[src/rtl/rst_seq_pkg.sv]
// Shared types and constants for the reset sequencer: FSM states, reset-cause codes
// and a small elaboration-time helper.
package rst_seq_pkg;

  typedef enum logic [1:0] {
    StAssert  = 2'd0,
    StHold    = 2'd1,
    StRelease = 2'd2,
    StRun     = 2'd3
  } state_e;

  localparam logic [1:0] CAUSE_BTN  = 2'b00;
  localparam logic [1:0] CAUSE_SW   = 2'b01;
  localparam logic [1:0] CAUSE_LOCK = 2'b10;

  function automatic int unsigned max_u(input int unsigned a, input int unsigned b);
    return (a > b) ? a : b;
  endfunction

endpackage

[src/rtl/rst_sync.sv]
// Asynchronous-assert, synchronous-release reset synchroniser. The output stays high
// until SYNC_STAGES clock edges have elapsed with the input reset low.
module rst_sync #(
  parameter int unsigned SYNC_STAGES = 2
) (
  input  logic clk_i,
  input  logic rst_i,
  output logic rst_o
);

  logic [SYNC_STAGES-1:0] sync_q;

  always_ff @(posedge clk_i or posedge rst_i) begin
    if (rst_i) begin
      sync_q <= '1;
    end else begin
      sync_q <= {sync_q[SYNC_STAGES-2:0], 1'b0};
    end
  end

  assign rst_o = sync_q[SYNC_STAGES-1];

endmodule

[src/rtl/reset_sequencer.sv]
// Reset sequencer: holds all domains in reset after a button, software or lock-loss
// event, then releases the channels one by one and records the cause.
module reset_sequencer import rst_seq_pkg::*; #(
  parameter int unsigned NUM_CH         = 3,
  parameter int unsigned HOLD_CYCLES    = 5,
  parameter int unsigned STAGGER_CYCLES = 2,
  parameter int unsigned SYNC_STAGES    = 2
) (
  input  logic              SYS_CLK,
  input  logic              BTN_RST,
  input  logic              lock_i,
  input  logic              sw_rst_req_i,
  output logic [NUM_CH-1:0] rst_n_o,
  output logic              ready_o,
  output logic [1:0]        cause_o
);

  localparam int unsigned CntW = $clog2(max_u(HOLD_CYCLES, STAGGER_CYCLES) + 1);
  localparam int unsigned IdxW = $clog2(NUM_CH + 1);

  localparam logic [CntW-1:0] HoldLast = CntW'(HOLD_CYCLES - 1);
  localparam logic [CntW-1:0] StagLast = CntW'(STAGGER_CYCLES - 1);
  localparam logic [IdxW-1:0] LastCh   = IdxW'(NUM_CH - 1);

  logic sync_rst;

  state_e            state_q, state_d;
  logic [CntW-1:0]   cnt_q, cnt_d;
  logic [IdxW-1:0]   idx_q, idx_d;
  logic [NUM_CH-1:0] rst_n_q, rst_n_d;
  logic              ready_q, ready_d;
  logic [1:0]        cause_q, cause_d;

  rst_sync #(
    .SYNC_STAGES(SYNC_STAGES)
  ) u_rst_sync (
    .clk_i(SYS_CLK),
    .rst_i(BTN_RST),
    .rst_o(sync_rst)
  );

  always_comb begin
    state_d = state_q;
    cnt_d   = cnt_q;
    idx_d   = idx_q;
    rst_n_d = rst_n_q;
    ready_d = ready_q;
    cause_d = cause_q;

    unique case (state_q)
      StAssert: begin
        state_d = StHold;
        cnt_d   = '0;
        idx_d   = '0;
      end

      // Lock loss here only stalls the hold count; it is not a reset event.
      StHold: begin
        if (lock_i) begin
          if (cnt_q == HoldLast) begin
            rst_n_d[0] = 1'b1;
            idx_d      = IdxW'(1);
            cnt_d      = '0;
            if (NUM_CH == 1) begin
              state_d = StRun;
              ready_d = 1'b1;
            end else begin
              state_d = StRelease;
            end
          end else begin
            cnt_d = cnt_q + 1'b1;
          end
        end
      end

      StRelease, StRun: begin
        if (!lock_i || sw_rst_req_i) begin
          rst_n_d = '0;
          ready_d = 1'b0;
          state_d = StAssert;
          cnt_d   = '0;
          idx_d   = '0;
          cause_d = !lock_i ? CAUSE_LOCK : CAUSE_SW;
        end else if (state_q == StRelease) begin
          if (cnt_q == StagLast) begin
            rst_n_d = rst_n_q | (NUM_CH'(1) << idx_q);
            idx_d   = idx_q + 1'b1;
            cnt_d   = '0;
            if (idx_q == LastCh) begin
              state_d = StRun;
              ready_d = 1'b1;
            end
          end else begin
            cnt_d = cnt_q + 1'b1;
          end
        end
      end

      default: state_d = StAssert;
    endcase
  end

  // Until the synchroniser drains, the FSM is held at its reset values.
  always_ff @(posedge SYS_CLK or posedge BTN_RST) begin
    if (BTN_RST) begin
      state_q <= StAssert;
      cnt_q   <= '0;
      idx_q   <= '0;
      rst_n_q <= '0;
      ready_q <= 1'b0;
      cause_q <= CAUSE_BTN;
    end else if (sync_rst) begin
      state_q <= StAssert;
      cnt_q   <= '0;
      idx_q   <= '0;
      rst_n_q <= '0;
      ready_q <= 1'b0;
      cause_q <= CAUSE_BTN;
    end else begin
      state_q <= state_d;
      cnt_q   <= cnt_d;
      idx_q   <= idx_d;
      rst_n_q <= rst_n_d;
      ready_q <= ready_d;
      cause_q <= cause_d;
    end
  end

  assign rst_n_o = rst_n_q;
  assign ready_o = ready_q;
  assign cause_o = cause_q;

endmodule

[config.mk]
export PLATFORM = sky130hd
export DESIGN_NAME = reset_sequencer
export DESIGN_NICKNAME = d
export VERILOG_FILES = /design/src/rtl/rst_seq_pkg.sv /design/src/rtl/rst_sync.sv /design/src/rtl/reset_sequencer.sv
export SDC_FILE = /design/constraint.sdc
export NUM_CORES = 1
export LEC_CHECK = 0
export ABC_AREA = 1
export CORE_UTILIZATION = 48
export CTS_BUF_LIST = sky130_fd_sc_hd__clkbuf_16
export CTS_CLUSTER_SIZE = 20
export DETAILED_ROUTE_END_ITERATION = 8
export HOLD_SLACK_MARGIN = 0.12
export PLACE_DENSITY_LB_ADDON = 0.15
export SYNTH_ARGS = -nofsm -noshare
export SYNTH_HDL_FRONTEND = slang
export SYNTH_SLANG_ARGS = --single-unit
[constraint.sdc]
create_clock -name SYS_CLK -period 1.65 [get_ports SYS_CLK]
set_input_delay 0.2475 -clock SYS_CLK [delete_from_list [all_inputs] [get_ports SYS_CLK]]
set_output_delay 0.2475 -clock SYS_CLK [all_outputs]
set_load 0.02 [all_outputs]
After elaboration in Yosys (flattened, before gate mapping) --
Index checks and enable logic that the tools add are counted. W data, S select, Z words.
Storage, ports and cells: register bits 15, bits of input ports 4, output and inout bits 6, logic and storage cells 80
Operators by class: add/subtract/negate cells 2, eq/ne operators 11, shift operators 1, multiplexer cells 40, bitwise operators 1, reduce and logical (&&, ||, !) cells 17
Operators by type and width (number):
- $mux W2 | 18
- $mux W3 | 10
- $ne A4 B3 Y1 const B | 3
- $pmux W2 S3 | 2
- $reduce_bool A3 Y1 | 4
- $reduce_and A5 Y1 | 2
- $pmux W3 S3 | 1
- $mux W1 | 8
- $reduce_and A4 Y1 | 2
- $eq A2 B2 Y1 const B | 3
- $ne A3 B2 Y1 const B | 2
- $reduce_and A2 Y1 | 2
- $reduce_bool A2 Y1 | 2
- $add A3 B1 Y3 const B | 1
- $eq A3 B1 Y1 const B | 1
- $eq A3 B3 Y1 const B | 1
- $or A3 B3 Y3 | 1
- $reduce_and A3 Y1 | 1
- $shl A1 B2 Y3 const A | 1
- $add A2 B1 Y2 const B | 1
- $eq A2 B1 Y1 const B | 1
- $logic_not A2 Y1 | 1
- $pmux W1 S2 | 1
- $reduce_or A2 Y1 | 1
- 2 further kinds | 2

Longest topological paths before layout --
Gate-level depths: netlist (run 1).
depth in word-level cells 7, depth in mapped cells 9, depth with buffers taken out 9

By module --
From an unflattened synthesis (run 1), not the netlist that was laid out.
Unflattened totals: cell total of the unflattened synthesis 118, area, all modules 922.1 um2
Modules (own cells, without submodules):
- reset_sequencer | instances 1, cells an instance 114, area an instance 862.1 um2, sequential area each 325.3 um2
- rst_sync | instances 1, cells an instance 4, area an instance 60.1 um2, sequential area each 52.6 um2

Worst setup path before layout (run 1) --
Ideal clock, no wire load.
kind register to register, start point reg cnt_q[1], end point reg rst_n_q[0], in the netlist rst_n_o[0], setup time 123 ps, arrival time 1059 ps, data required time 1527 ps, setup slack 468 ps, stages on the path, launching flop included 8, buffers on the path 0, clock period less this slack 1182 ps, cells stage by stage dfrtp_1 inv_1 ha_1 nand2_1 nand3_1 nand2_2 o21ai_0 nand2_1
Between the ends: longest elaborated chain between the ends 3, elaborated cells between the ends (all ways) 5, those cells by class eq/ne: 4; reduce/logical: 1
Ends and longest elaborated chain:
- from (decl) | line reset_sequencer.sv:28 | logic [CntW-1:0] cnt_q, cnt_d;
- from (signal assigned) | line reset_sequencer.sv:121 | cnt_q <= cnt_d;
- $eq A3 B1 Y1 or $eq A3 B3 Y1 (tied branches) | line reset_sequencer.sv:85, reset_sequencer.sv:60
- $ne A4 B3 Y1 (no source line) or $ne A3 B2 Y1 (tied branches)
- $reduce_and A5 Y1 (no source line) (*)
- to (signal assigned) | line reset_sequencer.sv:123 | rst_n_q <= rst_n_d;
- to (decl) | line reset_sequencer.sv:30 | logic [NUM_CH-1:0] rst_n_q, rst_n_d;
Every way passes the cells marked *; elsewhere a longest branch is shown, timed or not. A chain may end at the register's enable or synchronous reset.

Final worst setup path (run 1) --
start point reg rst_n_q[0], in the netlist rst_n_o[0], end point out rst_n_o[0]
RTL lines:
- to (decl) | line reset_sequencer.sv:13 | output logic [NUM_CH-1:0] rst_n_o,
No word-level cell between the ends.

==> out/results.txt, run 1 <==
largest fanout on the critical path -> 3
die footprint -> 2128 um^2
type of origin of the critical path -> flip-flop
per-cell routed wire length -> 10.72 um
Die W -> 46.13 um
initial antenna violation count -> 0
DP HPWL -> 1360 um
DRC -> 0
measured slew at the worst slew-check pin -> 0.5587 ns
post-synthesis net count -> 132
max cap viols -> 0
num rows -> 15
antenna cells -> 0
total number of vias -> 750
CTS Root Cell -> clkbuf_16
final worst slack -> 0.2001 ns
# resized after CTS -> 0
vias in the first global route -> 679
peak supply drop -> 0.0008272 V
area of the core -> 1783 um^2
largest net degree at the start of global routing -> 16
Crit Reg-Reg Startpoint -> state_q[1]
Synth top area share -> 0.3481
Post-Synthesis Cells -> 122
Synth area leader -> dfrtp_1
pre-CTS setup slack -> 0.07906 ns
achievable frequency -> 689.7 MHz
final layout net count -> 146
setup bufs post-CTS -> 0
sequential share of the synthesized area -> 0.4043
final number of setup-violating endpoints -> 0
CTS max path bufs -> 2
Period minus WS final -> 1.450 ns
crit end category -> output port
Distinct cells, synth -> 23
CTS tree -> done
WL final -> 1715 um
period utilization -> 0.8787
clock-pin slew on the worst setup and hold paths -> 0.05 ns
Area contributors post-synth -> dfrtp_1 (35%), nand2_1 (13%), ha_1 (8.0%), inv_1 (7.6%), dfstp_2 (5.6%)
Rel. slew slack -> 0.6271
Pwr Density -> 1342 nW/um^2
Mean Syn Cell Area -> 7.661 um^2
Starting Density -> 0.5242
CTS sink count -> 15
first-pass GRT wire length -> 2946 um
Final Hold Fails -> 0
max incr delay on CP -> 0.60 ns
Ys Warns -> 0
crit path buf inv count -> 1
Data required, critical path -> 1.40 ns
routability cong. -> 0.8924
CP Class -> reg -> out
final instance area -> 1131 um^2
Clock Skews -> 0.001902 ns
H-tree levels -> 1
gr usage total -> 0.2055
area delta synth->final -> 21.02%
initial drt markers -> 17
antenna-violating nets left -> 0
vias per cell -> 4.688
Lkg Pwr -> 0.5946 nW
CTS Buf Count -> 3
Filler cells -> 159
Congestion Overflow GR -> 0
clk_lat worst skew -> 0.24 ns
Final TNS setup -> 0 ns
critical path, cell by cell -> clkdlybuf4s50_1
worst hold start -> u_rst_sync.sync_q[0]
Port Buffers -> 9
RSZ-0062 raised after global routing -> no
worst min path class -> reg -> reg
Hold-fix buffers, CTS -> 0
share of cells above drive strength 1 -> 0.1407
router iterations before antenna repair -> 4
Die Y -> 46.13 um
Slowest-stage cell, CP -> clkdlybuf4s50_1
CP startpoint -> rst_n_o[0]
io pins -> 10
CP Data Arrival Time -> 1.20 ns
Yosys reg bits -> 15
Post-Syn Area -> 934.6 um^2
delay-heaviest family, CP -> buffers and inverters
Slew Limit Fails -> 0
Placement Cell Area -> 1052 um^2
status -> complete, no violations
## stage by stage
| step | hold WS (ns) | power [W] | utilization | instances |
|---|---|---|---|---|
| CTS | 0.3565 | 0.001532 | 0.6344 | 160 |
| global route | 0.3572 | 0.001644 | 0.6344 | 160 |
| finish | 0.3543 | 0.001518 | 0.6344 | 160 |
| detailed placement | 0.3498 | 0.001066 | 0.5902 | 156 |
| global placement | 0.3453 | 0.001062 | 0.5902 | 156 |
| floorplan | 0.1475 | 0.0009327 | - | 122 |
## layout make-up
type | instances | area [um^2] | share of cell area
well taps | 25 | 31.28 | 0.02765
flip-flops and latches | 15 | 377.9 | 0.3341
clock inverters | 1 | 3.754 | 0.003319
multi-input cells | 85 | 466.7 | 0.4126
clock buffers | 3 | 75.07 | 0.06637
repair buffers | 10 | 97.59 | 0.08628
inverters | 21 | 78.83 | 0.06969
## sequential cells by signal, summed over array words and instances, names as in the netlist
name,count
idx_q,2
u_rst_sync.sync_q,2
cnt_q,3
cause_o,2
rst_n_o,3
state_q,2
ready_o,1
## worst paths after layout
kind | endpoint | slack [ns] | cells after the start
worst max register to register | idx_q[0] | 0.29 | 7
worst min register to register | u_rst_sync.sync_q[1] | 0.35 | 0
min in group asynchronous | cnt_q[2] | 0.36 | 2
max in group asynchronous | u_rst_sync.sync_q[1] | 0.92 | 2
worst min-delay path | u_rst_sync.sync_q[1] | 0.35 | 0
worst max-delay path | rst_n_o[0] | 0.20 | 1
## layer usage
metal / global-route usage / wire, um / vias to the layer above
met5: 0 / 0 / -
met4: 0.1235 / 40 / 0
met3: 0.03529 / 42 / 4
met2: 0.3408 / 813 / 9
met1: 0.2457 / 819 / 340
li1: - / - / 397
## report_power, final
part           total (W)  internal (W)  leakage (nW)  switching (W)
logic           0.000550      0.000208         0.356       0.000342
clock network   0.000456      0.000320        0.0423       0.000136
registers       0.000512      0.000439         0.196      0.0000732
## logic make-up after synthesis
group,share of synthesized area
other,0.004012
flip-flops,0.4043
AO/OA/AOI/OAI,0.08969
AND/OR/NAND/NOR,0.3253
buffers and inverters,0.09639
adder cells (fa/ha/maj),0.08032
## cell usage after synthesis
cell	instances
nor2_2	2
nand2_1	33
dfrtp_1	13
a21oi_1	5
conb_1	1
o21ai_1	3
nand3_1	7
nand3_2	1
ha_1	6
o21ai_2	1
nor2_4	2
inv_2	2
nor3_1	1
o21ai_0	4
nor2_1	11
o21bai_1	1
nand2_2	2
o31ai_1	1
buf_6	1
nand2_4	3
nor3b_1	1
dfstp_2	2
inv_1	19
## cells in the final DEF, fill, tap and decap left out, types with 2 or more instances in the layout
cell	count
clkbuf_16	3
a21oi_1	5
dfrtp_1	13
nor2_1	11
clkdlybuf4s50_1	9
nor2_2	2
o21ai_1	3
nand2_1	33
nand2_4	3
inv_1	20
nand2_2	2
ha_1	6
nand3_1	7
dfstp_2	2
o21ai_0	4
inv_2	2
nor2_4	2
(Power assumes the default switching activity.)
==> inputs of run 2 (changes only) <==
==> constraint.sdc (replaced) <==
create_clock -name SYS_CLK -period 1.65 [get_ports SYS_CLK]
set_input_delay 0.165 -clock SYS_CLK [delete_from_list [all_inputs] [get_ports SYS_CLK]]
set_output_delay 0.165 -clock SYS_CLK [all_outputs]
set_load 0.02 [all_outputs]
==> run 2 against run 1 <==
Die area unchanged. Cell area did not move. Clock skew about the same. Flip-flop and latch count stayed put. Wire length is 7.0% higher. Setup slack better by 0.041 ns. Critical path depth up 6. Register-to-register slack worse by 0.05 ns. Final cell count unchanged. Fmax grew 2.9%. Sequential share of layout area unchanged.
==> out/results.txt, run 2 (synthesis gave the netlist of run 1 again) <==
Port Buffers -> 9
GRT met1 Usage -> 0.2176
Die W -> 46.13 um
Period minus WS final -> 1.409 ns
setup bufs post-CTS -> 0
total number of vias -> 770
achievable frequency -> 709.8 MHz
vias per cell -> 4.813
final instance area -> 1131 um^2
worst min path class -> in -> async
clk_lat worst skew -> 0.24 ns
H-tree levels -> 1
Slew Limit Fails -> 0
area of the core -> 1783 um^2
first-pass GRT wire length -> 2967 um
DRC -> 0
final number of setup-violating endpoints -> 0
Final Hold Fails -> 0
io pins -> 10
CTS sink count -> 15
crit end category -> flip-flop
Data required, critical path -> 1.78 ns
Hold-fix buffers, CTS -> 0
CTS Root Cell -> clkbuf_16
DP HPWL -> 1306 um
Rel. slew slack -> 0.6314
per-cell routed wire length -> 11.47 um
Starting Density -> 0.5242
share of cells above drive strength 1 -> 0.1407
CTS max path bufs -> 2
Final TNS setup -> 0 ns
Filler cells -> 167
final worst slack -> 0.2411 ns
commonest non-fill, non-tap cell in the layout -> nand2_1
initial antenna violation count -> 0
met2 layer usage reported by global route -> 0.3662
Min Hold Slack -> 0.2727 ns
largest fanout on the critical path -> 8
WL final -> 1835 um
RSZ-0062 raised after global routing -> no
final layout net count -> 146
period utilization -> 0.8539
CP Class -> reg -> reg
antenna-violating nets left -> 0
peak supply drop -> 0.0009080 V
clock-pin slew on the worst setup and hold paths -> 0.05 ns
CP Data Arrival Time -> 1.54 ns
Congestion Overflow GR -> 0
status -> complete, no violations
type of origin of the critical path -> flip-flop
routability cong. -> 0.8955
Lkg Pwr -> 0.5946 nW
# resized after CTS -> 0
area delta synth->final -> 21.02%
largest net degree at the start of global routing -> 16
CTS Buf Count -> 3
measured slew at the worst slew-check pin -> 0.5523 ns
r2r worst-path depth -> 7
Clock Skews -> 0.001482 ns
initial drt markers -> 11
Pwr Density -> 1359 nW/um^2
met3 Resource Use GR -> 0.04314
router iterations before antenna repair -> 4
die footprint -> 2128 um^2
gr usage total -> 0.2051
CTS tree -> done
GRT busiest layer -> met2
vias in the first global route -> 734
most frequent cells in the layout -> nand2_1 (33), inv_1 (20), dfrtp_1 (13)
antenna cells -> 0
pre-CTS setup slack -> 0.1612 ns
Die Y -> 46.13 um
max cap viols -> 0
fin util -> 0.6344
num rows -> 15
Placement Cell Area -> 1052 um^2
==> run 2: worst paths after layout <==
check / start / end / slack, ns
worst max register to register: state_q[1] / state_q[0] / 0.24
max in group asynchronous: BTN_RST / u_rst_sync.sync_q[1] / 1.01
worst min register to register: u_rst_sync.sync_q[0] / u_rst_sync.sync_q[1] / 0.35
min in group SYS_CLK: u_rst_sync.sync_q[0] / u_rst_sync.sync_q[1] / 0.35
worst min-delay path: BTN_RST / cause_o[0] / 0.27
worst max-delay path: state_q[1] / state_q[0] / 0.24
==> run 2: critical path: stages (launching register included) <==
cell	delay, ns
dfrtp_1	0.53
inv_1	0.09
nor2_1	0.17
nand3_1	0.15
nand2_1	0.13
nor2_1	0.07
nand3_1	0.08
nand2_1	0.06
==> run 2: layout make-up <==
cell class                      count  area, um^2  share of cell area
Clock inverter                      1       3.754            0.003319
Multi-Input combinational cell     85       466.7              0.4126
Tap cell                           25       31.28             0.02765
Timing Repair Buffer               10       97.59             0.08628
Inverter                           21       78.83             0.06969
Clock buffer                        3       75.07             0.06637
Sequential cell                    15       377.9              0.3341
==> run 2: layer usage <==
metal | part of all wire | up-vias | wire length, um
met5 | 0 | - | 0
met4 | 0.032 | 0 | 59
met3 | 0.039 | 8 | 72
met2 | 0.48 | 18 | 875
met1 | 0.45 | 343 | 827
li1 | - | 401 | -
==> run 2: through the flow <==
stage / total power, W / cells
3_5_place_dp: 0.001067 / 156
2_1_floorplan: 0.0009327 / 122
3_3_place_gp: 0.001063 / 156
4_1_cts: 0.001548 / 160
6_report: 0.001538 / 160
5_1_grt: 0.001645 / 160
==> run 2: where the power goes <==
| part | switching (W) | total [W] | internal, W |
|---|---|---|---|
| Clock | 0.000140 | 0.000461 | 0.000320 |
| Sequential | 0.0000748 | 0.000513 | 0.000438 |
| Combinational | 0.000356 | 0.000564 | 0.000208 |
| Total | 0.000571 | 0.00154 | 0.000967 |
==> inputs of run 3 (changes only) <==
CTS_BUF_LIST = sky130_fd_sc_hd__clkbuf_8   (was sky130_fd_sc_hd__clkbuf_16)
==> run 3 against run 2 <==
Hold slack worse by 0.0092 ns. Clock power is 36% lower. Flip-flop and latch count stayed put. Die area stayed put. Final cell count stayed put. Via count is 3.2% lower. Sequential power hardly changed. Fmax is 3.1% higher. Clock skew is 0.0021 ns higher. Cell area is 3.0% lower. Total power is 12% lower. Wire length is 9.5% lower. Largest power group unchanged.
==> out/results.txt, run 3 (synthesis gave the netlist of run 1 again) <==
Pwr Density -> 1232 nW/um^2
per-cell routed wire length -> 10.38 um
first-pass GRT wire length -> 2808 um
setup bufs post-CTS -> 0
fin util -> 0.6154
antenna cells -> 0
Die Y -> 46.13 um
Hold-fix buffers, CTS -> 0
crit end category -> output port
worst min path class -> in -> async
final layout net count -> 146
R2R Path End -> state_q[0]
clk_lat worst skew -> 0.25 ns
vias in the first global route -> 707
CP Data Arrival Time -> 1.20 ns
Clock Skews -> 0.003553 ns
share of cells above drive strength 1 -> 0.1407
Final TNS setup -> 0 ns
peak supply drop -> 0.0007196 V
max incr delay on CP -> 0.60 ns
# resized after CTS -> 0
initial antenna violation count -> 0
Data required, critical path -> 1.48 ns
total number of vias -> 745
largest fanout on the critical path -> 3
Lkg Pwr -> 0.5792 nW
routability cong. -> 0.8955
CTS max path bufs -> 2
Die W -> 46.13 um
most frequent cells in the layout -> nand2_1 (33), inv_1 (20), dfrtp_1 (13)
area of the core -> 1783 um^2
CTS sink count -> 15
gr usage total -> 0.1899
delay-heaviest family, CP -> buffers and inverters
Multi-input gate area -> 466.7 um^2
num rows -> 15
initial drt markers -> 14
achievable frequency -> 731.9 MHz
Filler cells -> 167
critical path, cell by cell -> clkdlybuf4s50_1
Slew Limit Fails -> 0
Period minus WS final -> 1.366 ns
Rel. slew slack -> 0.6311
antenna-violating nets left -> 0
period utilization -> 0.8280
Levels on crit path -> 1
max cap viols -> 0
CP Class -> reg -> out
type of origin of the critical path -> flip-flop
crit path buf inv count -> 1
area delta synth->final -> 17.40%
Slowest-stage cell, CP -> clkdlybuf4s50_1
Final Hold Fails -> 0
clock-pin slew on the worst setup and hold paths -> 0.06 ns
Min Hold Slack -> 0.2635 ns
final number of setup-violating endpoints -> 0
DRC -> 0
CTS Root Cell -> clkbuf_8
RSZ-0062 raised after global routing -> no
measured slew at the worst slew-check pin -> 0.5528 ns
Port Buffers -> 9
largest net degree at the start of global routing -> 16
CTS Buf Count -> 3
die footprint -> 2128 um^2
CTS tree -> done
Congestion Overflow GR -> 0
H-tree levels -> 1
Crit Reg-Reg Startpoint -> idx_q[0]
Storage cell area -> 377.9 um^2
internal reg-to-reg setup slack -> 0.33 ns
r2r worst-path depth -> 7
placed cell count -> 156
commonest non-fill, non-tap cell in the layout -> nand2_1
status -> complete, no violations
router iterations before antenna repair -> 4
io pins -> 10
WL final -> 1661 um
vias per cell -> 4.656
Starting Density -> 0.5242
Layout Cells excl Fill -> 160
DP HPWL -> 1306 um
==> run 3: worst reg2reg max path, cell delays in order, from the launching register on <==
cell	delay (ns)
dfrtp_1	0.38
inv_1	0.12
ha_1	0.20
inv_1	0.06
o21ai_0	0.18
nand2_1	0.07
o21bai_1	0.12
nand2_1	0.07
==> run 3: layout make-up <==
class                   count  area share
clock inverters             1    0.003421
clock buffers               3     0.03763
repair buffers             10     0.08894
multi-input cells          85      0.4253
well taps                  25     0.02851
flip-flops and latches     15      0.3444
inverters                  21     0.07184
==> run 3: worst max path at each step <==
stage | from | endpoint | slack (ns)
final | rst_n_o[0] | rst_n_o[0] | 0.28
after global routing | idx_q[0] | state_q[0] | 0.17
after CTS | rst_n_o[0] | rst_n_o[0] | 0.27
after detailed placement | lock_i | idx_q[0] | 0.16
after global placement | lock_i | idx_q[0] | 0.14
after floorplan | cnt_q[1] | rst_n_o[0] | 0.47
==> run 3: report_power, final <==
| group | internal [W] | leakage (nW) | switching [W] |
|---|---|---|---|
| sequential | 0.000438 | 0.196 | 0.0000731 |
| combinational | 0.000208 | 0.356 | 0.000339 |
| clock | 0.000165 | 0.0269 | 0.000130 |
| total | 0.000810 | 0.579 | 0.000542 |
==> run 3: metrics by stage <==
stage | instance area, um^2 | power, W | setup WS, ns
final | 1097 | 0.001352 | 0.2838
after global routing | 1097 | 0.001458 | 0.1704
after CTS | 1097 | 0.001361 | 0.2732
after detailed placement | 1052 | 0.001067 | 0.1612
after global placement | 1052 | 0.001063 | 0.1414
after floorplan | 934.6 | 0.0009327 | 0.4683
==> run 3: layer usage <==
layer	up-vias	track usage	part of all wire
met5	-	0	0
met4	0	0.07647	0.013
met3	4	0.03922	0.041
met2	17	0.3324	0.47
met1	325	0.2236	0.47
li1	399	-	-
==> RTL change (config.mk and constraints of run 2) <==
The parameter `STAGGER_CYCLES` goes from 2 to 4.
--- a/src/rtl/reset_sequencer.sv
+++ b/src/rtl/reset_sequencer.sv
@@ -5,3 +5,3 @@
   parameter int unsigned HOLD_CYCLES    = 5,
-  parameter int unsigned STAGGER_CYCLES = 2,
+  parameter int unsigned STAGGER_CYCLES = 4,
   parameter int unsigned SYNC_STAGES    = 2
Function: no difference found for any inputs over 10 cycles, from zero or initial values and one cycle with BTN_RST high; that may be too few to reach the edited logic, so the function may still have changed.
==> RTL change against run 2 <==
  * Final cell count is the same
  * Synthesized area down 3.1%
  * Combinational power down 12%
  * Sequential cell count did not move
  * Total power decreased by 4.3%
  * Cell area fell by 2.2%
  * Worst setup slack worse by 0.15 ns
  * Maximum frequency decreased by 9.9%
  * Largest cell class unchanged
  * Wire length is 2.1% higher
  * Global-route usage is 1.8 points higher
  * Critical path depth is 1 higher
  * Clock skew up 0.0017 ns
==> RTL change: results <==
metrics = {
    "final_layout": {
        "drive_gt1_frac": 0.104,
        "fillers": 157,
        "nets": 147,
    },
    "sta": {
        "maxSlewHeadroom": 0.619,
        "report.final.setup_viol": 0,
        "skew_ns": 0.00321,
    },
    "grt": {
        "grtUsageTotal": 0.223,
        "grt_pass1_vias": 766,
        "grt_pass1_wl_um": 3190,
    },
    "setup_path": {
        "cp.arrival_ns": 1.69,
        "cp_slowest_stage_delay_ns": 0.40,
        "cpMaxStageDelayCell": "dfrtp_1",
        "crit_path_max_fanout": 4,
        "path_delay_family": "adder cells",
    },
    "logic_synthesis": {
        "ys_top_cells_by_count": "nand2_1 (32), inv_1 (20), nor2_1 (15)",
        "async_reset_ff_frac": 1.00,
        "synthTopCellsByArea": "dfrtp_1 (36%), nand2_1 (13%), ha_1 (9.7%), inv_1 (8.3%), nor2_1 (6.2%)",
        "ys_warn_count": 0,
        "synth.distinct_cells": 20,
        "synth_fa_ha_area_frac": 0.0967,
        "syn_nets": 133,
        "synth_compound_area_frac": 0.0829,
        "yosysSeqAreaShare": 0.417,
        "synthMuxAreaShare": 0,
    },
    "route": {
        "initialDrtViolationCount": 13,
        "dr.pass1.iters": 4,
        "wl_per_cell_um": 11.7,
        "dr_total_vias": 778,
    },
    "placed_design": {
        "port_buffers": 9,
        "gp_congestion": 0.839,
        "pre_cts_slack_ns": 0.141,
        "post-dp-hpwl_um": 1390,
    },
    "power": {
        "seq_power_w": 0.000506,
        "swShare": 0.359,
        "clock_power_share": 0.320,
        "vdd_drop_max_mv": 0.658,
        "p_int_w": 0.000943,
        "leakagePower_nw": 0.586,
    },
    "status": {
        "status": "completed",
    },
    "cts": {
        "cts_resized": 0,
        "post_cts_buffers": 0,
        "cts_max_level": 1,
        "cts_buffers": 3,
        "cts-root-buf": "clkbuf_16",
        "path_clk_slew_ns": 0.05,
        "clock_path_buffers": 2,
    },
    "worst_hold_path": {
        "min_path_type": "in2async",
    },
}
-- RTL change: final cells by class --
cell class	count	share of cell area
Tap cell	25	0.0283
Multi-Input combinational cell	85	0.403
Sequential cell	15	0.342
Clock buffer	3	0.0679
Timing Repair Buffer	9	0.0814
Clock inverter	1	0.00339
Inverter	22	0.0747
-- RTL change: final timing paths --
| kind | start | to | slack, ns | cells past startpoint |
|---|---|---|---|---|
| setup / recovery | cnt_q[0] | idx_q[1] | 0.09 | 8 |
| hold / removal | BTN_RST | cnt_q[1] | 0.27 | 2 |
| setup reg to reg | cnt_q[0] | idx_q[1] | 0.09 | 8 |
| hold reg to reg | u_rst_sync.sync_q[0] | u_rst_sync.sync_q[1] | 0.36 | 0 |
| max in group asynchronous | BTN_RST | rst_n_o[2] | 1.00 | 2 |
| min in group SYS_CLK | u_rst_sync.sync_q[0] | u_rst_sync.sync_q[1] | 0.36 | 0 |
-- RTL change: per-stage QoR --
step | area, sq um | hold slack [ns] | cells
finish | 1110 | 0.271 | 160
global route | 1110 | 0.351 | 160
CTS | 1110 | 0.299 | 160
detailed placement | 1030 | 0.351 | 156
global placement | 1030 | 0.347 | 156
floorplan | 906 | 0.0650 | 122
-- RTL change: logic make-up (layout without fill, tap and decap cells) --
kind of cell,count (synthesis),count (layout)
AO/OA/AOI/OAI,14,14
buffers and inverters,22,35
other,1,1
AND/OR/NAND/NOR,63,63
flip-flops,15,15
adder cells (fa/ha/maj),7,7
-- RTL change: routing by layer --
layer | global-route usage | routed length, um | vias up
met1 | 0.270 | 851 | 355
li1 | - | - | 405
met3 | 0.0357 | 51 | 5
met2 | 0.369 | 927 | 13
met5 | 0 | 0 | -
met4 | 0.133 | 43 | 0
